## config.mk

```make
export PLATFORM = sky130hd
export DESIGN_NAME = ctrl_seq
export DESIGN_NICKNAME = d
export VERILOG_FILES = /design/src/rtl/ctrl_seq.sv
export SDC_FILE = /design/constraint.sdc
export NUM_CORES = 1
export LEC_CHECK = 0
export CAP_MARGIN = 10
export CORE_ASPECT_RATIO = 1.5
export CORE_MARGIN = 1.5
export CORE_UTILIZATION = 47
export CTS_CLUSTER_SIZE = 40
export DETAILED_ROUTE_END_ITERATION = 12
export GPL_TIMING_DRIVEN = 1
export PLACE_DENSITY = 0.78
export SLEW_MARGIN = 15
export SYNTH_ARGS = -nofsm -noshare
export SYNTH_HDL_FRONTEND = slang
export SYNTH_SLANG_ARGS = --single-unit
export TNS_END_PERCENT = 50
```

## constraint.sdc

```tcl
create_clock -name i_clk -period 2.5 [get_ports i_clk]
set_clock_uncertainty 0.1 [all_clocks]
set_input_delay 0.25 -clock i_clk [delete_from_list [all_inputs] [get_ports i_clk]]
set_output_delay 0.25 -clock i_clk [all_outputs]
set_load 0.01 [all_outputs]
```

## src/rtl/ctrl_seq.sv

```systemverilog
// Sequenced control decoder: registered control vector, LOD memory wait, branch flush, illegal detect.
// Latency: control for an instruction accepted in cycle N is presented in cycle N+1.
// Backpressure: o_instr_ready drops (and o_pc_stall rises) during MEM_WAIT; ready drops during FLUSH.
module ctrl_seq #(
  parameter int OPW         = 4,
  parameter int MEM_LAT     = 2,
  parameter int FLUSH_SLOTS = 1
) (
  input  logic           i_clk,
  input  logic           i_reset,
  input  logic           i_instr_valid,
  input  logic [2:0]     i_opcode,
  input  logic [3:0]     i_mode,
  input  logic           i_zero_flag,
  input  logic           i_neg_flag,
  output logic           o_instr_ready,
  output logic           o_ctrl_valid,
  output logic           o_trunc_reg,
  output logic           o_trunc_prefix,
  output logic           o_parity_op,
  output logic           o_mem_to_reg,
  output logic           o_mem_write,
  output logic           o_reg_write,
  output logic [1:0]     o_second_operand,
  output logic [OPW-1:0] o_alu_op,
  output logic           o_branch_abs,
  output logic           o_branch_rel,
  output logic           o_pc_stall,
  output logic           o_illegal
);

  if (OPW < 4) begin : g_bad_opw
    $error("ctrl_seq: OPW must be at least 4");
  end
  if (MEM_LAT < 1 || MEM_LAT > 15) begin : g_bad_mem_lat
    $error("ctrl_seq: MEM_LAT must be in 1..15");
  end
  if (FLUSH_SLOTS < 0 || FLUSH_SLOTS > 3) begin : g_bad_flush
    $error("ctrl_seq: FLUSH_SLOTS must be in 0..3");
  end

  typedef enum logic [1:0] {S_RUN, S_MEM_WAIT, S_FLUSH} state_t;

  typedef struct packed {
    logic       ctrl_valid;
    logic       trunc_reg;
    logic       trunc_prefix;
    logic       parity_op;
    logic       mem_to_reg;
    logic       mem_write;
    logic       reg_write;
    logic [1:0] second_operand;
    logic [3:0] alu;
    logic       branch_abs;
    logic       branch_rel;
    logic       illegal;
  } ctrl_t;

  // Counter counts remaining MEM_WAIT/FLUSH cycles after the current one; zero means last.
  localparam logic [3:0] LP_WAIT_LOAD  = (MEM_LAT > 1) ? 4'(MEM_LAT - 2) : 4'd0;
  localparam logic [3:0] LP_FLUSH_LOAD = (FLUSH_SLOTS > 0) ? 4'(FLUSH_SLOTS - 1) : 4'd0;

  state_t     r_state, w_state_nxt;
  logic [3:0] r_cnt, w_cnt_nxt;
  ctrl_t      r_ctrl, w_ctrl_nxt;
  logic       w_taken;

  // State, counter and the registered control vector; reset returns to the idle vector.
  always_ff @(posedge i_clk) begin
    if (i_reset) begin
      r_state                <= S_RUN;
      r_cnt                  <= 4'd0;
      r_ctrl                 <= '0;
      r_ctrl.second_operand  <= 2'b01;
    end else begin
      r_state <= w_state_nxt;
      r_cnt   <= w_cnt_nxt;
      r_ctrl  <= w_ctrl_nxt;
    end
  end

  // Next state and next control vector: decode in RUN, hold the LOD vector in MEM_WAIT, idle in FLUSH.
  always_comb begin
    w_state_nxt               = r_state;
    w_cnt_nxt                 = r_cnt;
    w_ctrl_nxt                = '0;
    w_ctrl_nxt.second_operand = 2'b01;
    w_taken                   = (i_mode[1] ? i_neg_flag : i_zero_flag) ^ i_mode[2];
    unique case (r_state)
      S_RUN: begin
        if (i_instr_valid) begin
          w_ctrl_nxt.ctrl_valid = 1'b1;
          w_ctrl_nxt.reg_write  = 1'b1;
          unique case (i_opcode)
            3'b000: w_ctrl_nxt.alu = 4'b0000;
            3'b001: w_ctrl_nxt.alu = 4'b0001;
            3'b010: w_ctrl_nxt.alu = 4'b0010;
            3'b011: begin
              w_ctrl_nxt.alu            = 4'b0001;
              w_ctrl_nxt.trunc_reg      = 1'b1;
              w_ctrl_nxt.second_operand = 2'b00;
              if (i_mode[3]) begin
                w_ctrl_nxt.mem_write = 1'b1;
                w_ctrl_nxt.reg_write = 1'b0;
              end else begin
                w_ctrl_nxt.mem_to_reg = 1'b1;
                if (MEM_LAT > 1) begin
                  w_ctrl_nxt.reg_write = 1'b0;
                  w_state_nxt          = S_MEM_WAIT;
                  w_cnt_nxt            = LP_WAIT_LOAD;
                end
              end
            end
            3'b100: begin
              w_ctrl_nxt.alu            = 4'b0000;
              w_ctrl_nxt.trunc_reg      = 1'b1;
              w_ctrl_nxt.trunc_prefix   = 1'b1;
              w_ctrl_nxt.second_operand = 2'b10;
            end
            3'b101: begin
              unique case (i_mode[2:0])
                3'b000: w_ctrl_nxt.alu = 4'b0100;
                3'b010: w_ctrl_nxt.alu = 4'b0101;
                3'b011: w_ctrl_nxt.alu = 4'b0011;
                3'b100: w_ctrl_nxt.alu = 4'b0110;
                3'b110: w_ctrl_nxt.alu = 4'b0111;
                default: begin
                  w_ctrl_nxt.illegal   = 1'b1;
                  w_ctrl_nxt.reg_write = 1'b0;
                end
              endcase
            end
            3'b110: begin
              w_ctrl_nxt.reg_write      = 1'b0;
              w_ctrl_nxt.second_operand = 2'b00;
              if (w_taken) begin
                w_ctrl_nxt.branch_abs = i_mode[0];
                w_ctrl_nxt.branch_rel = ~i_mode[0];
                if (FLUSH_SLOTS > 0) begin
                  w_state_nxt = S_FLUSH;
                  w_cnt_nxt   = LP_FLUSH_LOAD;
                end
              end
            end
            default: begin
              w_ctrl_nxt.parity_op = 1'b1;
              w_ctrl_nxt.alu       = {1'b1, i_mode[2:0]};
            end
          endcase
        end
      end
      S_MEM_WAIT: begin
        w_ctrl_nxt = r_ctrl;
        if (r_cnt == 4'd0) begin
          w_ctrl_nxt.reg_write = 1'b1;
          w_state_nxt          = S_RUN;
        end else begin
          w_ctrl_nxt.reg_write = 1'b0;
          w_cnt_nxt            = r_cnt - 4'd1;
        end
      end
      S_FLUSH: begin
        if (r_cnt == 4'd0) begin
          w_state_nxt = S_RUN;
        end else begin
          w_cnt_nxt = r_cnt - 4'd1;
        end
      end
      default: w_state_nxt = S_RUN;
    endcase
  end

  assign o_instr_ready    = (r_state == S_RUN);
  assign o_pc_stall       = (r_state == S_MEM_WAIT);
  assign o_ctrl_valid     = r_ctrl.ctrl_valid;
  assign o_trunc_reg      = r_ctrl.trunc_reg;
  assign o_trunc_prefix   = r_ctrl.trunc_prefix;
  assign o_parity_op      = r_ctrl.parity_op;
  assign o_mem_to_reg     = r_ctrl.mem_to_reg;
  assign o_mem_write      = r_ctrl.mem_write;
  assign o_reg_write      = r_ctrl.reg_write;
  assign o_second_operand = r_ctrl.second_operand;
  assign o_alu_op         = OPW'(r_ctrl.alu);
  assign o_branch_abs     = r_ctrl.branch_abs;
  assign o_branch_rel     = r_ctrl.branch_rel;
  assign o_illegal        = r_ctrl.illegal;

endmodule

```

==> metrics.md <==
| Metric | Value |
|---|---|
| DRC | 0 |
| HP Class | register to register |
| Startpoint types | register |
| Final Cell Area | 0.00145 mm^2 |
| Total core area | 0.00223 mm^2 |
| Sw Share | 30.5% |
| RSZ-0062 raised after global routing | no |
| Crit path largest cell delay | 0.39 ns |
| HPWL after detailed placement | 2010 um |
| Critical path class | register to register |
| Worst setup EP type | register |
| Clock power frac | 23.1% |
| Slowest cell on crit path | ha_1 |
| Area post-placement | 0.00142 mm^2 |
| Cell Int Power | 496 uW |
| Placed insts | 185 |
| Final Hold Fails | 0 |
| Slew Viols, Final | 0 |
| Post-synth net total | 151 |
| CTS tree | done |
| WL final | 2660 um |
| Commonest non-fill, non-tap cell in the layout | clkdlybuf4s50_1 |
| Share of Yosys cell area claimed by the top area cell type | 38.1% |
| Data arrival, critical path | 2.15 ns |
| Register area share after synthesis | 38.1% |
| Main synth FF type | dfxtp_1 |
| Mapped cell area | 0.00110 mm^2 |
| GPL Wtd Cong | 0.856 |
| Number of hold buffers added after CTS | 0 |
| FF/Latch Area | 420 um^2 |
| Mapped Cells | 136 |
| Status | finished, final reports clean |
| Max Cap Viol | 0 |
| Total CTS buffers | 3 |
| Slew headroom | 53.1% |
| Main area contributors after synthesis | dfxtp_1, a21oi_1, nand2_1, nor2_1, a32oi_1 |
| Syn. warnings | 0 |
| Power consumption | 714 uW |
| Post-synthesis async set-or-reset flop share | 0% |
| Clock-pin slew on the worst setup and hold paths | 0.12 ns |
| Via Count | 1,071 |
| GR Overflow Total | 0 |
| H-tree depth | 1 |
| Fillers | 195 |
| Number of flops mapped to enable cells by yosys | 0 |
| Layout cells sized above 1 | 7.83% |
| Area leader, netlist | dfxtp_1 |
| Die width | 42.5 um |
| Mean Syn Cell Area | 8.11 um^2 |
| Ant diodes | 0 |
| Die ar. | 0.00265 mm^2 |
| Max Freq | 0.500 GHz |
| Maximum fanout along the worst path | 6 |
| Num ports | 30 |
| Most frequent cells in the layout | clkdlybuf4s50_1, dfxtp_1, nand2_1, a21oi_1, nor2_1 |
| Setup-failing EPs final | 0 |
| CP required | 2.65 ns |
| Post-CTS Setup Bufs | 0 |
| PortBufs | 29 |
| Pwr Density | 494 mW/mm^2 |
| Yosys cell types | 37 |
| Site Rows | 21 |
| Area of the multi-input gates | 614 um^2 |
| Lkg Pwr | 0.000529 uW |
| VDD IR-drop max | 0.000349 V |
| Final ANT Viol Nets | 0 |
| Post-Layout Cell Count | 189 |
| CTS root buffer | clkbuf_4 |
| Area growth, synth to finish | 31.1% |
| Logic pwr share | 26.5% |
| Worst path cell trace | inv_1 -> ha_1 -> nor2_1 -> a31oi_1 -> o211ai_4 -> or3_1 -> a21oi_1 |
| Fin crit period | 2.00 ns |
| Post-route setup TNS | 0 ns |
| Final worst slack | 0.498 ns |
| Crit-path leading delay family | compound AO/OA/AOI/OAI gates |
| First-pass GRT wire length | 4570 um |
| DR vias/cell | 5.67 |
| Slew @ Worst Pin | 0.702 ns |
| Number of global-route vias before repair | 1,049 |
| Clock latency at the later pin of the worst-skew pair | 0.31 ns |
| Yosys reg bits | 21 |
| Clk sinks | 21 |
| WL/cell | 14.1 um |
| Starting Density | 49.4% |
| Largest net degree at the start of global routing | 21 |
| Drt pass-1 iters | 4 |
| Worst slack at placement | 0.301 ns |
| Max Root-Sink Buffers | 2 |
| Die height | 62.3 um |
| Crit path buffers/inverters | 1 |
| Final nets | 182 |
| Reg power frac | 50.4% |
| PostCTS Resize Cnt | 0 |
| Fin crit share | 80.1% |
| P_sw | 218 uW |
| Iteration-0 DRC Markers | 15 |
| Initial antenna violation count | 0 |
| Overall Global Routing Usage | 21.6% |
==> Yosys cell counts, drive strengths merged, types with 2 or more instances <==
| master | number |
|---|---|
| dfxtp | 21 |
| nand2 | 18 |
| a21oi | 16 |
| nor2 | 13 |
| inv | 7 |
| o21ai | 7 |
| a32oi | 5 |
| clkbuf | 5 |
| nor2b | 4 |
| buf | 3 |
| ha | 3 |
| nand4 | 3 |
| nor3 | 3 |
| o211ai | 3 |
| or3 | 3 |
| a21boi | 2 |
| a31oi | 2 |
| nand3 | 2 |
| nand4b | 2 |
==> per-stage QoR <==
| stage | hold WS, ns | util [%] |
|---|---|---|
| 2_1_floorplan | 0.317 | - |
| 3_3_place_gp | 0.348 | 63.5 |
| 3_5_place_dp | 0.358 | 63.5 |
| 4_1_cts | 0.374 | 64.7 |
| 5_1_grt | 0.389 | 64.7 |
| 6_report | 0.376 | 64.7 |
==> tightest hold or removal path: stages (launching register included) <==
cell     delay (ns)
dfxtp_1        0.33
nand2_1        0.06
a21oi_1        0.05
==> final timing paths <==
kind	startpoint	end	slack, ns	cells past startpoint
max	r_state[0]	r_cnt[3]	0.50	7
min	o_alu_op[2]	o_alu_op[2]	0.38	2
max reg2reg	r_state[0]	r_cnt[3]	0.50	7
min reg2reg	o_alu_op[2]	o_alu_op[2]	0.38	2
==> logic make-up (layout without fill, tap and decap cells) <==
family | Yosys count | after routing | synth area share [%]
AND/OR/NAND/NOR | 54 | 54 | 24.3
AO/OA/AOI/OAI | 40 | 40 | 25.3
flip-flops | 21 | 21 | 38.1
buffers and inverters | 15 | 45 | 6.13
adder cells (fa/ha/maj) | 3 | 3 | 3.41
multiplexers | 2 | 2 | 1.93
XOR/XNOR | 1 | 1 | 0.795
==> metal layers <==
metal  up-vias  part of all wire (%)  track usage (%)
met3         6                   2.0             1.74
li1        540                     -                -
met1       502                    41             24.1
met2        23                    55             39.8
met4         0                   2.0             9.77
met5         -                     0                0
==> area by class of cell <==
type                            instances  area share (%)
Clock buffer                            3            1.56
Timing Repair Buffer                   34            22.7
Multi-Input combinational cell        100            42.5
Inverter                                7            1.82
Clock inverter                          1           0.346
Sequential cell                        21            29.1
Tap cell                               23            1.99
==> power by group through the flow <==
stage | combinational [uW] | clock [uW] | sequential (uW)
2_1_floorplan | 110 | 0 | 370
3_3_place_gp | 183 | 0 | 366
3_5_place_dp | 189 | 0 | 367
4_1_cts | 190 | 173 | 360
5_1_grt | 208 | 181 | 362
6_report | 189 | 165 | 360
Power figures use the tool's default switching activity.
